$ cat src/rtl/demux_pkg.sv
// Shared types for the 1:4 TDM demultiplexer.
package demux_pkg;
  localparam int NSLOT = 4;

  typedef enum logic {HUNT = 1'b0, LOCKED = 1'b1} state_t;

  typedef logic [1:0] slot_t;

  // Per-cycle control decoded from the lock FSM.
  typedef struct packed {
    logic  stage_en;   // write din into staging slot stage_idx
    slot_t stage_idx;
    logic  load1;      // slot counter <- 1 (word taken as slot 0)
    logic  adv;        // slot counter <- slot + 1
    logic  clr;        // slot counter <- 0
    logic  err;        // framing error this cycle
    logic  pend;       // slot 3 accepted: publish on the next edge
  } ctl_t;
endpackage

$ cat src/rtl/tdm_slot_ctr.sv
// 2-bit wrapping slot counter: clear beats load-to-1 beats advance.
module tdm_slot_ctr
  import demux_pkg::*;
(
  input  logic  clk,
  input  logic  rst,
  input  logic  clr,
  input  logic  load1,
  input  logic  adv,
  output slot_t slot
);

  // Next expected slot; the natural 2-bit overflow gives the 3->0 wrap.
  always_ff @(posedge clk) begin
    if (rst || clr)  slot <= 2'd0;
    else if (load1)  slot <= 2'd1;
    else if (adv)    slot <= slot + 2'd1;
  end

endmodule

$ cat src/rtl/demux1_4_tdm.sv
// 1:4 time-division demultiplexer with sof-based frame lock.
// Slots are staged as they arrive; a completed frame is copied to the
// channel outputs as one unit on the edge after its slot-3 word.
module demux1_4_tdm
  import demux_pkg::*;
#(
  parameter int WIDTH = 8
) (
  input  logic             clk,
  input  logic             rst,
  input  logic [WIDTH-1:0] din,
  input  logic             in_valid,
  input  logic             sof,
  output logic [WIDTH-1:0] ch0,
  output logic [WIDTH-1:0] ch1,
  output logic [WIDTH-1:0] ch2,
  output logic [WIDTH-1:0] ch3,
  output logic             frame_valid,
  output logic             sync_err,
  output logic             locked,
  output logic [1:0]       slot
);

  state_t state, state_nxt;
  ctl_t   ctl;
  slot_t  slot_q;
  logic   pend_q;

  logic [NSLOT-1:0][WIDTH-1:0] stage;
  logic [NSLOT-1:0][WIDTH-1:0] ch_q;

  tdm_slot_ctr u_ctr (
    .clk   (clk),
    .rst   (rst),
    .clr   (ctl.clr),
    .load1 (ctl.load1),
    .adv   (ctl.adv),
    .slot  (slot_q)
  );

  // State register.
  always_ff @(posedge clk) begin
    if (rst) state <= HUNT;
    else     state <= state_nxt;
  end

  // Next state: sof locks, a missing sof where slot 0 is due drops lock.
  always_comb begin
    state_nxt = state;
    if (in_valid) begin
      unique case (state)
        HUNT:   if (sof) state_nxt = LOCKED;
        LOCKED: if (!sof && slot_q == 2'd0) state_nxt = HUNT;
      endcase
    end
  end

  // Control decode. An early sof restarts the frame at slot 0, so the
  // stale partial frame is overwritten before it can ever be published.
  always_comb begin
    ctl           = '0;
    ctl.stage_idx = slot_q;
    if (in_valid) begin
      unique case (state)
        HUNT: begin
          if (sof) begin
            ctl.stage_en  = 1'b1;
            ctl.stage_idx = 2'd0;
            ctl.load1     = 1'b1;
          end
        end
        LOCKED: begin
          if (slot_q == 2'd0) begin
            if (sof) begin
              ctl.stage_en  = 1'b1;
              ctl.stage_idx = 2'd0;
              ctl.load1     = 1'b1;
            end else begin
              ctl.err = 1'b1;
              ctl.clr = 1'b1;
            end
          end else if (sof) begin
            ctl.err       = 1'b1;
            ctl.stage_en  = 1'b1;
            ctl.stage_idx = 2'd0;
            ctl.load1     = 1'b1;
          end else begin
            ctl.stage_en = 1'b1;
            ctl.adv      = 1'b1;
            ctl.pend     = (slot_q == 2'd3);
          end
        end
      endcase
    end
  end

  // Staging registers, one per slot.
  always_ff @(posedge clk) begin
    if (rst) begin
      stage <= '0;
    end else if (ctl.stage_en) begin
      stage[ctl.stage_idx] <= din;
    end
  end

  // Publish: channel outputs load from staging together, pulses are 1 cycle.
  always_ff @(posedge clk) begin
    if (rst) begin
      ch_q        <= '0;
      pend_q      <= 1'b0;
      frame_valid <= 1'b0;
      sync_err    <= 1'b0;
    end else begin
      pend_q      <= ctl.pend;
      frame_valid <= pend_q;
      sync_err    <= ctl.err;
      if (pend_q) ch_q <= stage;
    end
  end

  assign ch0    = ch_q[0];
  assign ch1    = ch_q[1];
  assign ch2    = ch_q[2];
  assign ch3    = ch_q[3];
  assign locked = (state == LOCKED);
  assign slot   = slot_q;

endmodule

$ cat config.mk
export PLATFORM = sky130hd
export DESIGN_NAME = demux1_4_tdm
export DESIGN_NICKNAME = d
export VERILOG_FILES = /design/src/rtl/demux_pkg.sv /design/src/rtl/tdm_slot_ctr.sv /design/src/rtl/demux1_4_tdm.sv
export SDC_FILE = /design/constraint.sdc
export NUM_CORES = 1
export LEC_CHECK = 0
export CAP_MARGIN = 20
export CORE_MARGIN = 1
export CORE_UTILIZATION = 55
export CTS_CLUSTER_SIZE = 25
export DETAILED_ROUTE_END_ITERATION = 8
export PLACE_DENSITY_LB_ADDON = 0.15
export SYNTH_ARGS = -nofsm -noshare
export SYNTH_HDL_FRONTEND = slang
export SYNTH_SLANG_ARGS = --single-unit
$ cat constraint.sdc
create_clock -name clk -period 4.88 [get_ports clk]
set_input_delay 0.732 -clock clk [delete_from_list [all_inputs] [get_ports clk]]
set_output_delay 0.732 -clock clk [all_outputs]
set_load 0.01 [all_outputs]
# Word level (Yosys, flattened, before mapping)
# Cells that the tools add are included.
# op_classes
add_sub_neg	1
n_lt_le_gt_ge	2
eq_ne	1
muxes	21
bitwise_logic	2
reduce_logical	9
# ops
cell	count
$bwmux 32	1
$demux 8 s2	1
$mux 8	2
$mux 4	3
$mux 1	10
$pmux 4 s2	1
$reduce_or 5->1	1
$lt 2x3->1 const B	1
$mux 3	1
$reduce_or 3->1	1
$add 2x1->2 const B	1
$eq 2x2->1 const B	1
$ge 2x1->1 const B	1
$logic_and 1x1->1	2
$logic_not 2->1	1
$mux 2	1
$not 1->1	2
$pmux 1 s2	1
$reduce_bool 2->1	1
$reduce_or 2->1	1
$logic_not 1->1	1
$logic_or 1x1->1	1
# word_totals
reg_bits	70
input_bits	12
wordCells	50

# Depth between registers and ports, before layout
# Gate-level depths: netlist (run 1).
# logic_depth
depth_word	10
ltp_mapped	7

# Modules after synthesis
# From an unflattened synthesis (run 1), not the netlist that was laid out.
# unflattened
hier_cells	252
hier_area_um2	2618.8
# modules_own_cells
mod	instances	cells_per_inst	area_per_inst_um2	seq_area_each_um2
demux1_4_tdm	1	244	2526.2	1361.3
tdm_slot_ctr	1	8	92.6	40.0

# Worst setup path after synthesis (run 1)
# Ideal clock, no wire load.
# synth_path
kind	register to register
start	register u_ctr.slot[0]
end	register stage[10] (netlist name)
setup_ns	0.072
arrival_ns	1.747
t_required_ns	4.808
slack_ns	3.062
stages_incl_launch_ff	7
path_buffers	1
path_cell_list	dfxtp_1 inv_1 ha_1 and4bb_2 and3_4 buf_6 mux2i_1
# synth_via
elab_chain_len	9
# synth_lines
item	line_no	source
from (decl)	tdm_slot_ctr.sv:10	output slot_t slot
from (signal assigned)	tdm_slot_ctr.sv:17	else if (adv) slot <= slot + 2'd1;
$mux 3, or another cell as far along	demux1_4_tdm.sv:82	end else if (sof) begin
$mux 4	demux1_4_tdm.sv:73	if (slot_q == 2'd0) begin
$pmux 4 s2	demux1_4_tdm.sv:64	unique case (state)
$mux 8 *	demux1_4_tdm.sv:63	if (in_valid) begin
$lt 2x3->1 (not written as such) or $ge 2x1->1 (tied branches)	demux1_4_tdm.sv:102	stage[ctl.stage_idx] <= din;
$logic_and 1x1->1 (not written as such)	demux1_4_tdm.sv:102	
$mux 8 (not written as such)	demux1_4_tdm.sv:102	
$demux 8 s2	demux1_4_tdm.sv:102	
$bwmux 32	demux1_4_tdm.sv:102	
to (signal, indexed assignment)	demux1_4_tdm.sv:102	
to (decl)	demux1_4_tdm.sv:29	logic [NSLOT-1:0][WIDTH-1:0] stage;
# Every way passes the cells marked *; elsewhere a longest branch is shown, timed or not.
# A chain may end at the register's enable or synchronous reset.

# Worst setup path after layout (run 1)
# layout_path
start	input port in_valid
end	register stage[20] (netlist name)
# layout_via
elab_chain_len	6
# layout_lines
item	line_no	source
from (decl)	demux1_4_tdm.sv:12	input logic in_valid,
$mux 8 *	demux1_4_tdm.sv:63	
$lt 2x3->1 (not written as such) or $ge 2x1->1 (tied branches)	demux1_4_tdm.sv:102	
$logic_and 1x1->1 (not written as such)	demux1_4_tdm.sv:102	
$mux 8 (not written as such)	demux1_4_tdm.sv:102	
$demux 8 s2	demux1_4_tdm.sv:102	
$bwmux 32	demux1_4_tdm.sv:102	
# Marks and branches as above.

==> results of run 1 <==
layout make-up:
class	instances	area [µm²]	area share (%)
sequential	70	1400	39.3
multi-input combinational	189	1400	39.1
timing repair buffer	49	483	13.5
clock buffer	14	173	4.84
tap	70	87.6	2.45
clock inverter	2	15.0	0.420
inverter	4	15.0	0.420
stage by stage:
stage | area (µm²) | util, % | hold slack [ns] | total power (W)
2_1_floorplan | 2920 | - | 0.448 | 0.000635
3_3_place_gp | 3380 | 66.2 | 0.459 | 0.000655
3_5_place_dp | 3380 | 66.2 | 0.465 | 0.000656
4_1_cts | 3570 | 69.9 | 0.481 | 0.00109
5_1_grt | 3570 | 69.9 | 0.492 | 0.00112
6_report | 3570 | 69.9 | 0.479 | 0.00108
sequential cells by signal, summed over array words and instances (netlist names), 2 cells and up:
| name | flops |
|---|---|
| ch2 | 8 |
| u_ctr.slot | 2 |
| ch0 | 8 |
| ch3 | 8 |
| stage | 32 |
| ch1 | 8 |
per-layer routing:
metal | up-vias | share of wire (%) | GRT usage [%]
met2 | 55 | 46 | 33.7
met1 | 1027 | 48 | 30.4
met5 | - | 0 | 0
met3 | 8 | 3.8 | 5.76
met4 | 0 | 1.8 | 11.7
li1 | 1073 | - | -
path summary, 6_finish.rpt:
path | slack [ns] | endpoint | depth (start not counted)
max | 2.29 | stage[20]$_SDFFE_PP0P_ | 4
max reg2reg | 2.77 | stage[4]$_SDFFE_PP0P_ | 5
min reg2reg | 0.48 | stage[13]$_SDFFE_PP0P_ | 2
min | 0.48 | stage[13]$_SDFFE_PP0P_ | 2
cell families (layout without fill, tap and decap cells):
| kind of cell | after synthesis | count (layout) |
|---|---|---|
| AO/OA/AOI/OAI | 21 | 21 |
| multiplexers | 56 | 56 |
| AND/OR/NAND/NOR | 108 | 108 |
| buffers and inverters | 25 | 69 |
| adder cells (fa/ha/maj) | 4 | 4 |
| flip-flops | 70 | 70 |
worst reg2reg max path: cells and delay by family, from the launching register on:
family	cells	cell delay (ns)
simple gates	2	0.87
flops	1	0.53
fa+ha+maj	1	0.31
buf+inv	1	0.16
compound gates	1	0.14
cell usage in the layout, fill, tap and decap left out:
cell type,n
inv_1,3
o311ai_0,8
and3_4,1
nor4_1,2
nand4_1,1
a21o_1,1
nor4b_4,1
clkinv_1,1
a21oi_1,2
buf_4,1
mux2i_1,56
dfxtp_1,69
nor3b_1,10
nand4b_1,8
clkbuf_1,2
a2111oi_0,1
clkdlybuf4s50_1,47
and4bb_2,1
clkbuf_8,12
ha_1,4
a31oi_1,8
nand2_1,10
dfxtp_2,1
nand3_2,2
nor2b_1,3
nor2_1,35
clkinvlp_4,2
a22oi_1,1
buf_2,1
nand3_1,1
nand2b_1,33
power groups by stage:
| stage | clock network [W] | logic (W) | registers [W] |
|---|---|---|---|
| floorplan | 0 | 0.0000392 | 0.000596 |
| global placement | 0 | 0.0000579 | 0.000597 |
| detailed placement | 0 | 0.0000591 | 0.000597 |
| CTS | 0.000445 | 0.0000595 | 0.000584 |
| global route | 0.000472 | 0.0000652 | 0.000585 |
| finish | 0.000438 | 0.0000598 | 0.000584 |
==> impl_metrics.json, run 1 <==
{
  "p_comb_share_pct": 5.5,
  "fin_nets": 339,
  "post_cts_resized": 0,
  "fp.dieW_um": 74.9,
  "finalClockSkew_ns": 0.00430,
  "cp.required_ns": 5.10,
  "grt_pass1_vias": 1891,
  "synth.net_count": 300,
  "dr.pass1.iters": 4,
  "dp_hpwl_mm": 3.86,
  "worstPathBufferInverterCount": 1,
  "drc": 0,
  "clock_latency_ns": 0.34,
  "drive_above_1_share_pct": 6.71,
  "rows": 26,
  "synthFlopType": "dfxtp_1",
  "drt_iter0_drc": 139,
  "dp_cells": 382,
  "cts_made_buffers": 9,
  "cap_violations": 0,
  "gp_congestion": 0.764,
  "tns_ns": 0,
  "power.clock.fraction_pct": 40.5,
  "crit_chain": "clkdlybuf4s50_1 > and4bb_2 > nand3_2 > mux2i_1",
  "die-area_um2": 5610,
  "power.density_nw_per_um2": 303,
  "syn_inst": 284,
  "diodes": 0,
  "instances_no_fill": 398,
  "vdd_drop_max_uv": 168,
  "path_class": "input port to register",
  "synth_edf_count": 0,
  "fmax_mhz": 386,
  "place_ws_ns": 1.95,
  "p_sw_share_pct": 23.2,
  "antenna_found_initial": 0,
  "ys_ff_latch": 70,
  "grt.total_usage_pct": 22.6,
  "synth.top_cells.by_count": "dfxtp_1 (70), mux2i_1 (56), nor2_1 (35)",
  "slowest_stage": "clkdlybuf4s50_1",
  "synthXorXnorAreaFrac_pct": 0,
  "synth_top_family_by_area": "simple AND/OR/NAND/NOR gates",
  "cp-end-kind": "register",
  "drv_slew": 0,
  "cts_tree": "done",
  "synthSimpleGateAreaFrac_pct": 21.6,
  "min_from": "stage[13]$_SDFFE_PP0P_",
  "worst_pin_slew_ns": 1.08,
  "hp-class": "register to register",
  "cts-root-buf": "clkbuf_8",
  "synthTopCellsByArea": "dfxtp_1 (48%), mux2i_1 (19%), nand2b_1 (7.1%), nor2_1 (4.5%), nor3b_1 (2.6%)",
  "max_stage_delay_ns": 1.18,
  "worstPathArrival_ns": 2.81,
  "grt_overflow_total": 0,
  "slew_headroom_pct": 28.0,
  "io_pins": 49,
  "initial_utilization_pct": 57.3,
  "final_hold_viol_count": 0,
  "core_um2": 5110,
  "path_delay_family": "buffers and inverters",
  "cts_setup_buffers": 0,
  "yosysSeqAreaShare_pct": 47.9,
  "wl_per_cell_um": 14.7,
  "synth_fa_ha_area_share_pct": 1.71,
  "htree_num_levels": 3,
  "vias": 2163,
  "cts_buffer_depth": 2,
  "fin_ws_ns": 2.29,
  "routed_wl_mm": 5.85,
  "postRouteAntennaNets": 0,
  "synth_compound_area_share_pct": 5.26,
  "crit_start": "in_valid",
  "leakage_nw": 1.27,
  "ys_warn_count": 0,
  "grt_pass1_wl_mm": 9.18,
  "rsz0062_at_grt": "no",
  "syn_to_final_growth_pct": 22.1,
  "timing.final.crit_share_pct": 53.1,
  "syn_area_per_cell_um2": 10.3,
  "die_h_um": 74.9,
  "cp_max_fo": 32,
  "synthMuxAreaShare_pct": 19.2,
  "netlist.area_leader.share_pct": 47.9,
  "yosysMostFrequentCell": "dfxtp_1",
  "io_buffers": 48,
  "syn-cell-area_um2": 2920,
  "status": "complete, no violations",
  "hold_buffers": 0,
  "reg2reg_from": "u_ctr.slot[0]$_SDFFE_PP0P_",
  "setup_violations": 0,
  "cts_num_sinks": 70,
  "min_period_ns": 2.59,
  "synth_largest_area_cell": "dfxtp_1",
  "power.share.sequential_pct": 54.0,
  "intPower_w": 0.000830,
  "ys_async_sr_fraction_pct": 0,
  "switchingPower_w": 0.000251,
  "clk_pin_slew_ns": 0.07,
  "fillers": 417,
  "synth_cell_types": 29,
  "grt_max_degree": 52,
  "start_kind": "input port",
  "via_per_inst": 5.43
}
Power figures use the tool's default switching activity.
==> inputs of run 2 (changes only) <==
--- a/config.mk
+++ b/config.mk
@@ -7,7 +7,7 @@
 export LEC_CHECK = 0
 export CAP_MARGIN = 20
 export CORE_MARGIN = 1
-export CORE_UTILIZATION = 55
+export CORE_UTILIZATION = 47
 export CTS_CLUSTER_SIZE = 25
 export DETAILED_ROUTE_END_ITERATION = 8
 export PLACE_DENSITY_LB_ADDON = 0.15
==> constraint.sdc (replaced) <==
create_clock -name clk -period 2.11 [get_ports clk]
set_input_delay 0.3165 -clock clk [delete_from_list [all_inputs] [get_ports clk]]
set_output_delay 0.3165 -clock clk [all_outputs]
set_load 0.01 [all_outputs]
==> run 2 against run 1 <==
Against the previous run: clock skew rose by 0.0035 ns; via count decreased by 0.14%; final cell count grew 4.0%; register-to-register slack worse by 2.2 ns; first-iteration DRC count shrank 42%; final area rose by 2.4%; largest cell class unchanged; highest routed layer unchanged.
==> impl_metrics.json, run 2 (synthesis results as in run 1) <==
{
  "cts_num_sinks": 70,
  "drive_above_1_share_pct": 10.3,
  "clock_latency_ns": 0.34,
  "setup_violations": 0,
  "cp_max_fo": 9,
  "antenna_found_initial": 0,
  "fmax_mhz": 567,
  "clk_pin_slew_ns": 0.07,
  "top_register": "stage",
  "max_stage_delay_ns": 0.61,
  "core_um2": 5960,
  "worstPathBufferInverterCount": 1,
  "layout_common_cells": "dfxtp_1 (69), mux2i_1 (56), clkdlybuf4s50_1 (47)",
  "slowest_stage": "clkdlybuf4s50_1",
  "worstPathArrival_ns": 1.45,
  "hold_buffers": 0,
  "leakage_nw": 1.33,
  "drt_iter0_drc": 80,
  "rr_worst_depth": 5,
  "timing.hold.ws_ns": 0.339,
  "cp.required_ns": 1.79,
  "largest_reg_flops": 32,
  "gp_congestion": 0.799,
  "vdd_drop_max_uv": 358,
  "syn_to_final_growth_pct": 25.0,
  "start_kind": "register",
  "postRouteAntennaNets": 0,
  "rsz0062_at_grt": "no",
  "cts-root-buf": "clkbuf_8",
  "wl_per_cell_um": 13.8,
  "drv_slew": 0,
  "cap_violations": 0,
  "timing.final.crit_share_pct": 83.6,
  "status": "complete, no violations",
  "hp-class": "input port to register",
  "final_hold_viol_count": 0,
  "grt_pass1_wl_mm": 9.76,
  "fp.dieW_um": 80.9,
  "grt_overflow_total": 0,
  "layout_commonest_cell": "dfxtp_1",
  "drc": 0,
  "die_h_um": 80.9,
  "finalClockSkew_ns": 0.00781,
  "io_buffers": 48,
  "initial_utilization_pct": 49.1,
  "fin_nets": 351,
  "slew_headroom_pct": 72.6,
  "diodes": 0,
  "rows": 28,
  "grt.total_usage_pct": 19.5,
  "power.density_nw_per_um2": 660,
  "path_delay_family": "buffers and inverters",
  "dr.pass1.iters": 4,
  "crit_cells": 1,
  "io_pins": 49,
  "cts_buffer_depth": 2,
  "die-area_um2": 6540,
  "cts_made_buffers": 9,
  "min_period_ns": 1.76,
  "grt_pass1_vias": 2059,
  "total_power_w": 0.00241,
  "grt_max_degree": 32,
  "cts_setup_buffers": 0,
  "cts_tree": "done",
  "tns_ns": 0,
  "worst_pin_slew_ns": 0.411,
  "dp_hpwl_mm": 3.95,
  "whs_path_depth": 2,
  "path_class": "register to output pin",
  "htree_num_levels": 3,
  "vias": 2160,
  "post_cts_resized": 0,
  "routed_wl_mm": 5.70,
  "fin_ws_ns": 0.346,
  "cp-end-kind": "output pin",
  "place_ws_ns": 0.322,
  "via_per_inst": 5.22,
  "crit_chain": "clkdlybuf4s50_1"
}
-- run 2: cell count changes in the layout (fill, tap and decap cells not counted), sizes merged --
cell / change
clkinvlp: -1
clkbuf: -5
clkinv: +5
buf: +12
-- run 2: per-stage QoR --
stage | util, % | cell area [µm²] | std cells
floorplan | - | 2920 | 284
global placement | 58.6 | 3490 | 399
detailed placement | 58.6 | 3490 | 399
CTS | 61.4 | 3660 | 414
global route | 61.4 | 3660 | 414
finish | 61.4 | 3660 | 414
-- run 2: routing by layer --
layer / vias to the layer above / share of wire (%) / track usage (%)
met5: - / 0 / 0
met2: 51 / 43 / 29.1
met3: 5 / 3.6 / 4.38
met4: 0 / 0.98 / 8.04
met1: 1008 / 52 / 26.9
li1: 1096 / - / -
-- run 2: power by group --
group,total [W],switching (W),internal [W]
clock,0.000910,0.000493,0.000417
combinational,0.000156,0.0000828,0.0000730
sequential,0.00135,0.0000117,0.00133
-- run 2: path summary, 6_finish.rpt --
check                             startpoint  slack [ns]                     end
setup / recovery         locked$_SDFFE_PP0P_        0.35                  locked
hold / removal                           rst        0.34     ch3[6]$_SDFFE_PP0P_
setup reg to reg  u_ctr.slot[0]$_SDFFE_PP0P_        0.55  stage[26]$_SDFFE_PP0P_
hold reg to reg       stage[20]$_SDFFE_PP0P_        0.48  stage[20]$_SDFFE_PP0P_
-- run 2: final cells by class --
type | instances | area (µm²)
fill | 502 | 2300
sequential | 70 | 1400
multi-input combinational | 189 | 1400
timing repair buffer | 61 | 586
clock buffer | 9 | 124
tap | 75 | 93.8
clock inverter | 6 | 40.0
inverter | 4 | 15.0
==> inputs of run 3 (changes only) <==
--- a/config.mk
+++ b/config.mk
@@ -7,7 +7,7 @@
 export LEC_CHECK = 0
 export CAP_MARGIN = 20
 export CORE_MARGIN = 1
-export CORE_UTILIZATION = 47
+export CORE_UTILIZATION = 52
 export CTS_CLUSTER_SIZE = 25
 export DETAILED_ROUTE_END_ITERATION = 8
 export PLACE_DENSITY_LB_ADDON = 0.15
==> constraint.sdc (replaced) <==
create_clock -name clk -period 1.7 [get_ports clk]
set_input_delay 0.255 -clock clk [delete_from_list [all_inputs] [get_ports clk]]
set_output_delay 0.255 -clock clk [all_outputs]
set_load 0.01 [all_outputs]
==> run 3 against run 2 <==
Against the previous run: largest power group unchanged; critical path depth rose by 1; largest cell class is now multi-input combinational cells; clock skew decreased by 0.0026 ns; wire length up 4.5%; clock-buffer cell count increased by 4; core utilization is 10 points higher; first-iteration DRC count up 2.5%; register-to-register slack worse by 0.40 ns; critical endpoint is now slot[1]; final cell count is 0.24% lower; setup slack got worse by 0.26 ns; worst hold slack got worse by 0.054 ns.
==> impl_metrics.json, run 3 (synthesis results as in run 1) <==
{
  "status": "complete, no violations",
  "power.density_nw_per_um2": 844,
  "drive_above_1_share_pct": 12.8,
  "grt.total_usage_pct": 21.3,
  "path_class": "register to output pin",
  "antenna_found_initial": 0,
  "reg2reg_from": "u_ctr.slot[0]$_SDFFE_PP0P_",
  "htree_num_levels": 3,
  "whs_path_depth": 2,
  "timing.hold.ws_ns": 0.285,
  "rr_worst_depth": 6,
  "fmax_mhz": 620,
  "grt_max_degree": 53,
  "timing.rr.end": "stage[4]$_SDFFE_PP0P_",
  "fp.dieW_um": 77.0,
  "worstPathArrival_ns": 1.36,
  "postRouteAntennaNets": 0,
  "leakage_nw": 1.40,
  "drc": 0,
  "cp-endpoint": "slot[1]",
  "hp-class": "input port to register",
  "die-area_um2": 5930,
  "io_buffers": 48,
  "drt_iter0_drc": 82,
  "crit_start": "u_ctr.slot[1]$_SDFFE_PP0P_",
  "syn_to_final_growth_pct": 29.1,
  "largest_reg_flops": 32,
  "routed_wl_mm": 5.95,
  "crit_cells": 2,
  "setup_violations": 0,
  "die_h_um": 77.0,
  "wl_per_cell_um": 14.4,
  "cap_violations": 0,
  "slowest_stage": "clkdlybuf4s50_1",
  "cts_buffer_depth": 2,
  "crit_chain": "buf_4 > clkdlybuf4s50_1",
  "rows": 26,
  "clock_latency_ns": 0.33,
  "grt_pass1_vias": 2044,
  "cp-end-kind": "output pin",
  "dp_hpwl_mm": 3.94,
  "fin_area_um2": 3780,
  "cp_max_fo": 5,
  "fin_nets": 356,
  "gp_congestion": 0.719,
  "grt_pass1_wl_mm": 9.91,
  "layout_commonest_cell": "dfxtp_1",
  "layout_common_cells": "dfxtp_1 (66), mux2i_1 (56), clkdlybuf4s50_1 (46)",
  "tns_ns": 0,
  "cts_made_buffers": 9,
  "min_period_ns": 1.61,
  "core_um2": 5270,
  "clk_pin_slew_ns": 0.07,
  "ff2ff_setup_slack_ns": 0.15,
  "worst_pin_slew_ns": 0.327,
  "start_kind": "register",
  "cts_num_sinks": 70,
  "worstPathBufferInverterCount": 2,
  "hold_buffers": 0,
  "cts-root-buf": "clkbuf_8",
  "grt_overflow_total": 0,
  "io_pins": 49,
  "vdd_drop_max_uv": 500,
  "initial_utilization_pct": 55.5,
  "timing.final.crit_share_pct": 94.9,
  "final_hold_viol_count": 0,
  "max_stage_delay_ns": 0.54,
  "slew_headroom_pct": 78.1,
  "final_util_pct": 71.7,
  "via_per_inst": 5.42,
  "rsz0062_at_grt": "no",
  "finalClockSkew_ns": 0.00523,
  "diodes": 0,
  "path_delay_family": "buffers and inverters",
  "dr.pass1.iters": 4,
  "cp.required_ns": 1.44,
  "vias": 2238,
  "drv_slew": 0,
  "top_register": "stage",
  "dpl_cell_area_um2": 3550,
  "cts_tree": "done"
}
## run 3: cell type report
cell class / instances / area (µm²)
fillers: 436 / 1490
multi-input cells: 189 / 1410
flip-flops and latches: 70 / 1410
repair buffers: 66 / 667
clock buffers: 13 / 159
well taps: 70 / 87.6
clock inverters: 1 / 30.0
inverters: 4 / 15.0
## run 3: layer usage
metal / part of all wire [%] / GRT usage (%)
met3: 3.8 / 6.07
met2: 46 / 31.6
met4: 1.1 / 7.74
met1: 49 / 29.5
met5: 0 / 0
## run 3: worst min-delay path by stage
stage	startpoint	endpoint	slack, ns
3_5_place_dp	stage[8]$_SDFFE_PP0P_	stage[8]$_SDFFE_PP0P_	0.46
5_1_grt	rst	locked$_SDFFE_PP0P_	0.28
2_1_floorplan	din[0]	stage[0]$_SDFFE_PP0P_	0.41
4_1_cts	rst	ch0[2]$_SDFFE_PP0P_	0.28
6_report	rst	ch0[2]$_SDFFE_PP0P_	0.29
3_3_place_gp	stage[8]$_SDFFE_PP0P_	stage[8]$_SDFFE_PP0P_	0.46
## run 3: through the flow
step / total power (W) / setup slack (ns) / std cells
2_1_floorplan: 0.00182 / 0.0207 / 284
4_1_cts: 0.00320 / 0.0153 / 411
5_1_grt: 0.00331 / 0.0250 / 413
3_3_place_gp: 0.00191 / 0.0232 / 397
3_5_place_dp: 0.00191 / -0.0924 / 397
6_report: 0.00319 / 0.0865 / 413
## run 3: timing repair
action                                  CTS  global route
endpoints found under the setup margin    0             9
gates resized for setup                   0            13
buffers inserted                          0             1
## run 3: report_power, final
part / internal [W] / switching [W]
Sequential: 0.00166 / 0.0000152
Clock: 0.000744 / 0.000560
Combinational: 0.000101 / 0.000108
